$ cat src/rtl/sao_lcu_scheduler_if.sv
// Stream bundle between the SAO LCU scheduler, its parameter/pixel sources and the SAO filter.
// master = scheduler side, slave = environment (sources + SAO) side.
interface sao_lcu_scheduler_if;
    logic        prm_valid;
    logic        prm_ready;
    logic [1:0]  prm_type;
    logic [4:0]  prm_band_pos;
    logic        prm_eo_class;
    logic [15:0] prm_offset;
    logic        pix_valid;
    logic        pix_ready;
    logic [7:0]  pix_data;
    logic        sao_busy;
    logic        sao_finish;
    logic        in_en;
    logic [7:0]  din;
    logic [1:0]  sao_type;
    logic [4:0]  sao_band_pos;
    logic        sao_eo_class;
    logic [15:0] sao_offset;

    modport master (
        input  prm_valid, prm_type, prm_band_pos, prm_eo_class, prm_offset,
        input  pix_valid, pix_data, sao_busy, sao_finish,
        output prm_ready, pix_ready, in_en, din,
        output sao_type, sao_band_pos, sao_eo_class, sao_offset
    );

    modport slave (
        output prm_valid, prm_type, prm_band_pos, prm_eo_class, prm_offset,
        output pix_valid, pix_data, sao_busy, sao_finish,
        input  prm_ready, pix_ready, in_en, din,
        input  sao_type, sao_band_pos, sao_eo_class, sao_offset
    );
endinterface

$ cat src/rtl/sao_lcu_scheduler.sv
// Frame sequencer in front of the SAO filter: raster LCU walk, per-LCU parameter load, pixel gating.
// Optional busy-stall performance counter enabled by defining SAO_SCHED_STALL_CNT_EN.
module sao_lcu_scheduler #(
    parameter int FRAME_W  = 128,
    parameter int FRAME_H  = 128,
    parameter int DRAIN_TO = 64
) (
    input  logic                clk,
    input  logic                reset,
    input  logic                start,
    input  logic [1:0]          cfg_lcu_size,
    sao_lcu_scheduler_if.master bus,
    output logic [2:0]          lcu_x,
    output logic [2:0]          lcu_y,
    output logic [1:0]          lcu_size,
    output logic                frame_done,
    output logic                err,
    output logic [15:0]         stall_cnt
);

    localparam int DCW = $clog2(DRAIN_TO) + 1;
    localparam logic [DCW-1:0] DRAIN_LAST = DCW'(DRAIN_TO - 1);

    typedef enum logic [1:0] {IDLE, LOAD, STREAM, DRAIN} state_t;

    state_t         state, state_nx;
    logic [12:0]    px_cnt;
    logic [12:0]    lcu_pix;
    logic [2:0]     pos_x, pos_y;
    logic [2:0]     x_last, y_last;
    logic [DCW-1:0] drain_cnt;
    logic           start_ok, start_bad;
    logic           lcu_full, last_lcu, xfer;
    logic           prm_ready_c, pix_ready_c;

    // Index of the last LCU column/row for a frame dimension at the given LCU size.
    function automatic logic [2:0] last_idx(input int dim, input logic [1:0] size);
        return 3'(((dim / 16) >> size) - 1);
    endfunction

    assign lcu_pix   = 13'd256 << {lcu_size, 1'b0};
    assign x_last    = last_idx(FRAME_W, lcu_size);
    assign y_last    = last_idx(FRAME_H, lcu_size);
    assign lcu_full  = (px_cnt == lcu_pix);
    assign last_lcu  = (pos_x == x_last) && (pos_y == y_last);
    assign start_ok  = start && (cfg_lcu_size != 2'd3);
    assign start_bad = start && (cfg_lcu_size == 2'd3);

    always_ff @(posedge clk or posedge reset) begin
        if (reset) state <= IDLE;
        else       state <= state_nx;
    end

    always_comb begin
        state_nx    = state;
        prm_ready_c = 1'b0;
        pix_ready_c = 1'b0;
        unique case (state)
            IDLE: begin
                if (start_ok) state_nx = LOAD;
            end
            LOAD: begin
                prm_ready_c = 1'b1;
                if (bus.prm_valid) state_nx = STREAM;
            end
            STREAM: begin
                pix_ready_c = !bus.sao_busy && !lcu_full;
                if (lcu_full) state_nx = last_lcu ? DRAIN : LOAD;
            end
            DRAIN: begin
                if (bus.sao_finish || (drain_cnt == DRAIN_LAST)) state_nx = IDLE;
            end
            default: state_nx = IDLE;
        endcase
    end

    assign xfer          = pix_ready_c && bus.pix_valid;
    assign bus.prm_ready = prm_ready_c;
    assign bus.pix_ready = pix_ready_c;

    // Registered SAO-side outputs, LCU walk and drain watchdog.
    always_ff @(posedge clk or posedge reset) begin
        if (reset) begin
            bus.in_en        <= 1'b0;
            bus.din          <= '0;
            bus.sao_type     <= '0;
            bus.sao_band_pos <= '0;
            bus.sao_eo_class <= 1'b0;
            bus.sao_offset   <= '0;
            lcu_x            <= '0;
            lcu_y            <= '0;
            lcu_size         <= '0;
            frame_done       <= 1'b0;
            err              <= 1'b0;
            px_cnt           <= '0;
            pos_x            <= '0;
            pos_y            <= '0;
            drain_cnt        <= '0;
        end else begin
            bus.in_en  <= xfer;
            frame_done <= 1'b0;
            err        <= 1'b0;
            if (xfer) bus.din <= bus.pix_data;
            unique case (state)
                IDLE: begin
                    if (start_ok) begin
                        lcu_size <= cfg_lcu_size;
                        pos_x    <= '0;
                        pos_y    <= '0;
                        px_cnt   <= '0;
                    end else if (start_bad) begin
                        err <= 1'b1;
                    end
                end
                LOAD: begin
                    if (bus.prm_valid) begin
                        bus.sao_type     <= bus.prm_type;
                        bus.sao_band_pos <= bus.prm_band_pos;
                        bus.sao_eo_class <= bus.prm_eo_class;
                        bus.sao_offset   <= bus.prm_offset;
                        lcu_x            <= pos_x;
                        lcu_y            <= pos_y;
                    end
                end
                STREAM: begin
                    if (xfer) px_cnt <= px_cnt + 13'd1;
                    if (lcu_full) begin
                        px_cnt    <= '0;
                        drain_cnt <= '0;
                        if (!last_lcu) begin
                            if (pos_x == x_last) begin
                                pos_x <= '0;
                                pos_y <= pos_y + 3'd1;
                            end else begin
                                pos_x <= pos_x + 3'd1;
                            end
                        end
                    end
                end
                DRAIN: begin
                    if (bus.sao_finish) begin
                        frame_done <= 1'b1;
                    end else if (drain_cnt == DRAIN_LAST) begin
                        frame_done <= 1'b1;
                        err        <= 1'b1;
                    end else begin
                        drain_cnt <= drain_cnt + 1'b1;
                    end
                end
                default: ;
            endcase
        end
    end

`ifdef SAO_SCHED_STALL_CNT_EN
    logic [15:0] stall_q;

    function automatic logic [15:0] sat_inc16(input logic [15:0] v);
        return (v == 16'hFFFF) ? v : v + 16'd1;
    endfunction

    // Only stalls caused by SAO busy count; the end-of-LCU gap is not a stall.
    always_ff @(posedge clk or posedge reset) begin
        if (reset) begin
            stall_q <= '0;
        end else if (state == IDLE) begin
            if (start) stall_q <= '0;
        end else if ((state == STREAM) && bus.pix_valid && bus.sao_busy && !lcu_full) begin
            stall_q <= sat_inc16(stall_q);
        end
    end

    assign stall_cnt = stall_q;
`else
    assign stall_cnt = '0;
`endif

endmodule

$ cat src/flat_wrapper.sv
// flat-port wrapper written by rule: the top's interface ports become plain ports
module sao_lcu_scheduler_flat 
#(
    parameter int FRAME_W  = 128,
    parameter int FRAME_H  = 128,
    parameter int DRAIN_TO = 64
)
  (clk, reset, start, cfg_lcu_size, lcu_x, lcu_y, lcu_size, frame_done, err, stall_cnt, bus_prm_valid, bus_prm_type, bus_prm_band_pos, bus_prm_eo_class, bus_prm_offset, bus_pix_valid, bus_pix_data, bus_sao_busy, bus_sao_finish, bus_prm_ready, bus_pix_ready, bus_in_en, bus_din, bus_sao_type, bus_sao_band_pos, bus_sao_eo_class, bus_sao_offset);
  sao_lcu_scheduler_if bus_i ();
  input  logic clk;
  input  logic reset;
  input  logic start;
  input  logic [1:0] cfg_lcu_size;
  output logic [2:0] lcu_x;
  output logic [2:0] lcu_y;
  output logic [1:0] lcu_size;
  output logic frame_done;
  output logic err;
  output logic [15:0] stall_cnt;
  input wire logic [$bits(bus_i.prm_valid)-1:0] bus_prm_valid;
  input wire logic [$bits(bus_i.prm_type)-1:0] bus_prm_type;
  input wire logic [$bits(bus_i.prm_band_pos)-1:0] bus_prm_band_pos;
  input wire logic [$bits(bus_i.prm_eo_class)-1:0] bus_prm_eo_class;
  input wire logic [$bits(bus_i.prm_offset)-1:0] bus_prm_offset;
  input wire logic [$bits(bus_i.pix_valid)-1:0] bus_pix_valid;
  input wire logic [$bits(bus_i.pix_data)-1:0] bus_pix_data;
  input wire logic [$bits(bus_i.sao_busy)-1:0] bus_sao_busy;
  input wire logic [$bits(bus_i.sao_finish)-1:0] bus_sao_finish;
  output wire logic [$bits(bus_i.prm_ready)-1:0] bus_prm_ready;
  output wire logic [$bits(bus_i.pix_ready)-1:0] bus_pix_ready;
  output wire logic [$bits(bus_i.in_en)-1:0] bus_in_en;
  output wire logic [$bits(bus_i.din)-1:0] bus_din;
  output wire logic [$bits(bus_i.sao_type)-1:0] bus_sao_type;
  output wire logic [$bits(bus_i.sao_band_pos)-1:0] bus_sao_band_pos;
  output wire logic [$bits(bus_i.sao_eo_class)-1:0] bus_sao_eo_class;
  output wire logic [$bits(bus_i.sao_offset)-1:0] bus_sao_offset;
  assign bus_i.prm_valid = bus_prm_valid;
  assign bus_i.prm_type = bus_prm_type;
  assign bus_i.prm_band_pos = bus_prm_band_pos;
  assign bus_i.prm_eo_class = bus_prm_eo_class;
  assign bus_i.prm_offset = bus_prm_offset;
  assign bus_i.pix_valid = bus_pix_valid;
  assign bus_i.pix_data = bus_pix_data;
  assign bus_i.sao_busy = bus_sao_busy;
  assign bus_i.sao_finish = bus_sao_finish;
  assign bus_prm_ready = bus_i.prm_ready;
  assign bus_pix_ready = bus_i.pix_ready;
  assign bus_in_en = bus_i.in_en;
  assign bus_din = bus_i.din;
  assign bus_sao_type = bus_i.sao_type;
  assign bus_sao_band_pos = bus_i.sao_band_pos;
  assign bus_sao_eo_class = bus_i.sao_eo_class;
  assign bus_sao_offset = bus_i.sao_offset;
  sao_lcu_scheduler #(.FRAME_W(FRAME_W), .FRAME_H(FRAME_H), .DRAIN_TO(DRAIN_TO)) u_core (.clk(clk), .reset(reset), .start(start), .cfg_lcu_size(cfg_lcu_size), .bus(bus_i), .lcu_x(lcu_x), .lcu_y(lcu_y), .lcu_size(lcu_size), .frame_done(frame_done), .err(err), .stall_cnt(stall_cnt));
endmodule
$ cat config.mk
export PLATFORM = sky130hd
export DESIGN_NAME = sao_lcu_scheduler_flat
export DESIGN_NICKNAME = d
export VERILOG_FILES = /design/src/rtl/sao_lcu_scheduler_if.sv /design/src/rtl/sao_lcu_scheduler.sv /design/src/flat_wrapper.sv
export SDC_FILE = /design/constraint.sdc
export NUM_CORES = 1
export LEC_CHECK = 0
export ABC_CLOCK_PERIOD_IN_PS = 2730
export CAP_MARGIN = 40
export CORE_MARGIN = 2
export CORE_UTILIZATION = 47
export CTS_BUF_LIST = sky130_fd_sc_hd__clkbuf_2 sky130_fd_sc_hd__clkbuf_4 sky130_fd_sc_hd__clkbuf_8
export CTS_CLUSTER_DIAMETER = 80
export DETAILED_ROUTE_END_ITERATION = 6
export PLACE_DENSITY_LB_ADDON = 0.3
export SKIP_CTS_REPAIR_TIMING = 1
export SLEW_MARGIN = 10
export SYNTH_ARGS = -nofsm -noshare
export SYNTH_HDL_FRONTEND = slang
export SYNTH_SLANG_ARGS = --single-unit
export TNS_END_PERCENT = 1
$ cat constraint.sdc
create_clock -name clk -period 2.73 [get_ports clk]
set_clock_uncertainty 0.1 [all_clocks]
set_input_delay 0.4095 -clock clk [delete_from_list [all_inputs] [get_ports clk]]
set_output_delay 0.4095 -clock clk [all_outputs]
set_load 0.005 [all_outputs]
# After elaboration in Yosys (flattened, before gate mapping)
# Cells that the tools add are included.
dict set report op_classes {
  add_sub_neg 5
  n_eq_ne 18
  n_shift 2
  n_mux 32
  n_reduce_logical 18
}
# operator n
set op_table {}
lappend op_table {{13-bit 2-to-1 mux} 3}
lappend op_table {{13-bit case mux with 2 select lines} 1}
lappend op_table {{3-bit 2-to-1 mux} 7}
lappend op_table {{7-bit 2-to-1 mux} 3}
lappend op_table {{7-bit case mux with 2 select lines} 1}
lappend op_table {{13-bit by 1-bit adder with 13-bit output, second input constant} 1}
lappend op_table {{13-bit == test} 1}
lappend op_table {{9-bit by 3-bit << shifter with 13-bit output, first input constant} 1}
lappend op_table {{3-bit case mux with 2 select lines} 2}
lappend op_table {{4-bit AND reduction} 3}
lappend op_table {{2-bit 2-to-1 mux} 5}
lappend op_table {{2-bit inequality test, second input constant} 5}
lappend op_table {{1-bit 2-to-1 mux} 8}
lappend op_table {{2-bit by 1-bit inequality test with 1-bit output, second input constant} 4}
lappend op_table {{2-bit case mux with 4 select lines} 1}
lappend op_table {{7-bit by 1-bit adder with 7-bit output, second input constant} 1}
lappend op_table {{7-bit by 6-bit == test with 1-bit output, second input constant} 1}
lappend op_table {{3-bit by 1-bit adder with 3-bit output, second input constant} 2}
lappend op_table {{2-bit == test, second input constant} 3}
lappend op_table {{3-bit == test} 2}
lappend op_table {{1-bit logical AND} 5}
lappend op_table {{5-bit AND reduction} 1}
lappend op_table {{2-bit AND reduction} 2}
lappend op_table {{2-bit nonzero test} 2}
lappend op_table {{9 further kinds} 10}
dict set report word_totals {
  ff_bits 71
  input_bits 41
  out_inout_bits 61
  wordCells 91
}

# Depth between registers and ports, before layout
# Gate-level depths: netlist (run 1).
dict set report logic_depth {
  ltp_word 9
  ltp_mapped 10
  ltp_nobuf 7
}

# Least setup slack after synthesis (run 1)
# OpenSTA, ideal clock, no wires.
dict set report synth_timing {
  path_type {reg2reg}
  startpoint {register u_core.px_cnt[2]}
  endpoint {register u_core.bus.din[0]}
  setup_time_ns 0.125
  arrival_ns 2.074
  t_required_ns 2.505
  path_slack_ns 0.432
  stages_incl_launch_ff 7
  period_less_slack_ns 2.298
  cell_sequence {dfrtp_1 -> or4_4 -> or3_1 -> a2bb2oi_2 -> buf_4 -> buf_6 -> mux2_2}
}
dict set report synth_between {
  elab_chain_len 5
}
# element line_no
set synth_lines {}
lappend synth_lines {{from (decl)} sao_lcu_scheduler.sv:27} ;# logic [12:0] px_cnt;
lappend synth_lines {{from (signal assigned)} sao_lcu_scheduler.sv:126} ;# if (xfer) px_cnt <= px_cnt + 13'd1;
lappend synth_lines {{13-bit == test} sao_lcu_scheduler.sv:44} ;# assign lcu_full = (px_cnt == lcu_pix);
lappend synth_lines {{1-bit logical NOT} sao_lcu_scheduler.sv:67} ;# pix_ready_c = !bus.sao_busy && !lcu_full;
lappend synth_lines {{1-bit logical AND} sao_lcu_scheduler.sv:67}
lappend synth_lines {{1-bit 2-to-1 mux} sao_lcu_scheduler.sv:58} ;# unique case (state)
lappend synth_lines {{1-bit logical AND} sao_lcu_scheduler.sv:77} ;# assign xfer = pix_ready_c && bus.pix_valid;
lappend synth_lines {{to (signal assigned)} sao_lcu_scheduler.sv:103} ;# if (xfer) bus.din <= bus.pix_data;
lappend synth_lines {{to (decl)} sao_lcu_scheduler_if.sv:25} ;# output prm_ready, pix_ready, in_en, din,
# Every way passes these cells.
# A chain may end at the register's enable or synchronous reset.

# Final worst setup path (run 1)
dict set report layout_timing {
  startpoint {register u_core.px_cnt[0]}
  endpoint {output port bus_pix_ready}
}
dict set report layout_between {
  elab_chain_len 4
}
# element line_no
set layout_lines {}
lappend layout_lines {{13-bit == test} sao_lcu_scheduler.sv:44}
lappend layout_lines {{1-bit logical NOT} sao_lcu_scheduler.sv:67}
lappend layout_lines {{1-bit logical AND} sao_lcu_scheduler.sv:67}
lappend layout_lines {{1-bit 2-to-1 mux} sao_lcu_scheduler.sv:58}
lappend layout_lines {{to (decl)} flat_wrapper.sv:30} ;# output wire logic [$bits(bus_i.pix_ready)-1:0] bus_pix_ready;
# Every way passes these cells.

==> impl_metrics.json, run 1 <==
{
  "die_h_um": 92.1,
  "min_path_type": "input pin to async pin",
  "setup_violations": 0,
  "rr_startpoint": "u_core.px_cnt[0]",
  "firstDrtPassIters": 4,
  "grt_max_degree": 51,
  "detail-route-antenna-nets": 0,
  "syn_area_per_cell_um2": 11.6,
  "rows": 32,
  "finalNetCount": 464,
  "cts_buffers": 9,
  "period_minus_slack_ns": 2.47,
  "antenna_found_initial": 0,
  "clkTransAtPathRegs_ns": 0.08,
  "r2r_slack_ns": 0.32,
  "startpoint_type": "register",
  "p_leak_nw": 2.11,
  "core_area_um2": 7610,
  "gp_congestion": 0.914,
  "async_reset_ff_frac": 1.00,
  "holdWs_ns": 0.300,
  "clockBufferDepth": 2,
  "vias": 2796,
  "rsz0062_at_grt": "false",
  "grt.overflow.total": 0,
  "status": "completed",
  "hold_violations": 0,
  "io_pins": 102,
  "fin_area_um2": 4870,
  "yosysUniqueCellTypes": 63,
  "drt_iter0_drc": 114,
  "slew_viol_final": 0,
  "synth_cells": 314,
  "dpl.hpwl_um": 5840,
  "layout_common_cells": "84 x clkdlybuf4s50_1, 67 x dfrtp_1, 42 x mux2_2",
  "worst_setup_path_end_kind": "primary output",
  "preCtsSetupSlack_ns": 0.225,
  "cts_root_buf": "clkbuf_8",
  "grt_pass1_wl_um": 13000,
  "post-route-drc-count": 0,
  "ir_drop_mv": 0.580,
  "io_buffer_count": 85,
  "grt_pass1_vias": 2740,
  "diodes": 0,
  "tns_ns": 0,
  "power_density_nw_per_um2": 947,
  "area_growth_pct": 33.5,
  "seq_area_frac_synth": 0.487,
  "track_usage": 0.192,
  "critPathMaxFanout": 4,
  "drt-total-wl_um": 8110,
  "initial_utilization": 0.479,
  "vias_per_cell": 5.38,
  "required_ns": 2.22,
  "total_power_mw": 4.61,
  "synth-edff-count": 0,
  "h-tree-depth": 3,
  "worst-setup-path-type": "register to primary output",
  "drive_above_1_share": 0.227,
  "postPlaceCellArea_um2": 4580,
  "wl_per_cell_um": 15.6,
  "fmax_mhz": 405,
  "yosys_warnings": 0,
  "r2r_cells": 8,
  "regToRegEndpoint": "u_core.drain_cnt[5]",
  "worst_slew_pin_slew_ns": 0.541,
  "ys.flop_type": "dfrtp_1",
  "syn_area_um2": 3650,
  "worst_slack_ns": 0.263,
  "clk_latency_ns": 0.34,
  "arrival_ns": 1.96,
  "final_common_cell": "clkdlybuf4s50_1",
  "fp.dieW_um": 92.1,
  "slew_headroom": 0.637,
  "max_cap_violations": 0,
  "dieArea_um2": 8480,
  "finalCritPeriodShare": 0.904,
  "cts_tree": "done",
  "cts.sinks": 71,
  "ys_seq_elements": 71
}
==> registers in the layout, summed over array words and instances (netlist names) <==
| name | count |
|---|---|
| u_core.px_cnt | 13 |
| u_core.frame_done | 1 |
| u_core.lcu_x | 3 |
| u_core.drain_cnt | 7 |
| u_core.pos_x | 3 |
| u_core.lcu_size | 2 |
| u_core.bus.in_en | 1 |
| u_core.bus.sao_type | 2 |
| u_core.lcu_y | 3 |
| u_core.bus.sao_offset | 16 |
| u_core.err | 1 |
| u_core.pos_y | 3 |
| u_core.bus.sao_band_pos | 5 |
| u_core.bus.din | 8 |
| u_core.state | 2 |
| u_core.bus.sao_eo_class | 1 |
==> power by group <==
| group | total [mW] | internal, mW | leakage [nW] | switching [mW] |
|---|---|---|---|---|
| logic | 2.07 | 1.21 | 1.10 | 0.865 |
| clock network | 0.906 | 0.507 | 0.105 | 0.398 |
| registers | 1.63 | 1.40 | 0.909 | 0.229 |
| total | 4.61 | 3.12 | 2.11 | 1.49 |
==> cells in the mapped netlist (2+ instances only) <==
cell type   n  area, µm²
o211a_1     2       20.0
o31ai_1     5       37.5
nand4_1     6       37.5
xnor2_1     2       17.5
ha_1        9        113
clkbuf_1    4       15.0
nand3_1    10       50.1
a21oi_1    11       55.1
o21a_1      4       30.0
mux2_2     42        473
inv_1      11       41.3
buf_6       3       33.8
a211o_1     3       26.3
and4_1      2       17.5
dfrtp_1    71       1780
or3_1      13       81.3
buf_4      18        135
o211ai_1    4       30.0
a32o_1      2       20.0
nand2_1     7       26.3
nor3_1      2       10.0
nor3b_1     2       15.0
a22o_1      3       26.3
nor2_1     14       52.6
nand2b_1    6       37.5
o21ai_0    14       70.1
or4_1       5       37.5
a21boi_1    4       30.0
==> how the worst max path moves through the flow <==
stage,start,end,cells past startpoint
6_report,u_core.px_cnt[0],bus_pix_ready,7
5_1_grt,u_core.px_cnt[0],u_core.drain_cnt[5],8
2_1_floorplan,reset,u_core.bus.din[0],1
3_3_place_gp,u_core.px_cnt[2],bus_pix_ready,5
4_1_cts,u_core.px_cnt[2],bus_pix_ready,5
3_5_place_dp,u_core.px_cnt[2],bus_pix_ready,5
==> routing by layer <==
| layer | wire length, µm | GRT usage |
|---|---|---|
| met3 | 474 | 0.0370 |
| met4 | 255 | 0.0970 |
| met2 | 3890 | 0.308 |
| met1 | 3490 | 0.249 |
| met5 | 0 | 0 |
==> per-stage QoR <==
| step | utilization | std cells |
|---|---|---|
| after floorplan | - | 329 |
| after global placement | 0.602 | 498 |
| after detailed placement | 0.602 | 498 |
| after CTS | 0.630 | 513 |
| after global routing | 0.640 | 520 |
| final | 0.640 | 520 |
==> cell type report <==
class / instances / area [µm²]
Fill cell: 644 / 2740
Sequential cell: 71 / 1780
Multi-Input combinational cell: 220 / 1710
Timing Repair Buffer: 101 / 998
Tap cell: 102 / 128
Clock buffer: 9 / 124
Clock inverter: 6 / 86.3
Inverter: 11 / 41.3
==> kinds of logic after synthesis <==
group / Yosys count / synth area share
compound gates: 68 / 0.143
xor+xnor: 3 / 0.00721
fa+ha+maj: 9 / 0.0309
buf+inv: 38 / 0.0645
flops: 71 / 0.487
mux: 43 / 0.132
other cells: 1 / 0.00103
simple gates: 81 / 0.134
==> worst max-delay path, cell delays in order, from the launching register on <==
cell	delay, ns
dfrtp_1	0.41
inv_1	0.07
ha_1	0.13
or2b_2	0.32
o31ai_4	0.28
o21a_1	0.21
nor2_1	0.05
dlymetal6s2s_1	0.15
(Power assumes the default switching activity.)
==> run 2: changes to the inputs <==
CAP_MARGIN = unset   (was 40)
==> results of run 2 <==
The final DEF is identical to that of run 1; final timing and power are the same.
==> run 3: changes to the inputs <==
CAP_MARGIN = 20   (was unset)
==> results of run 3 <==
The final DEF is identical to that of run 1; final timing and power are the same.
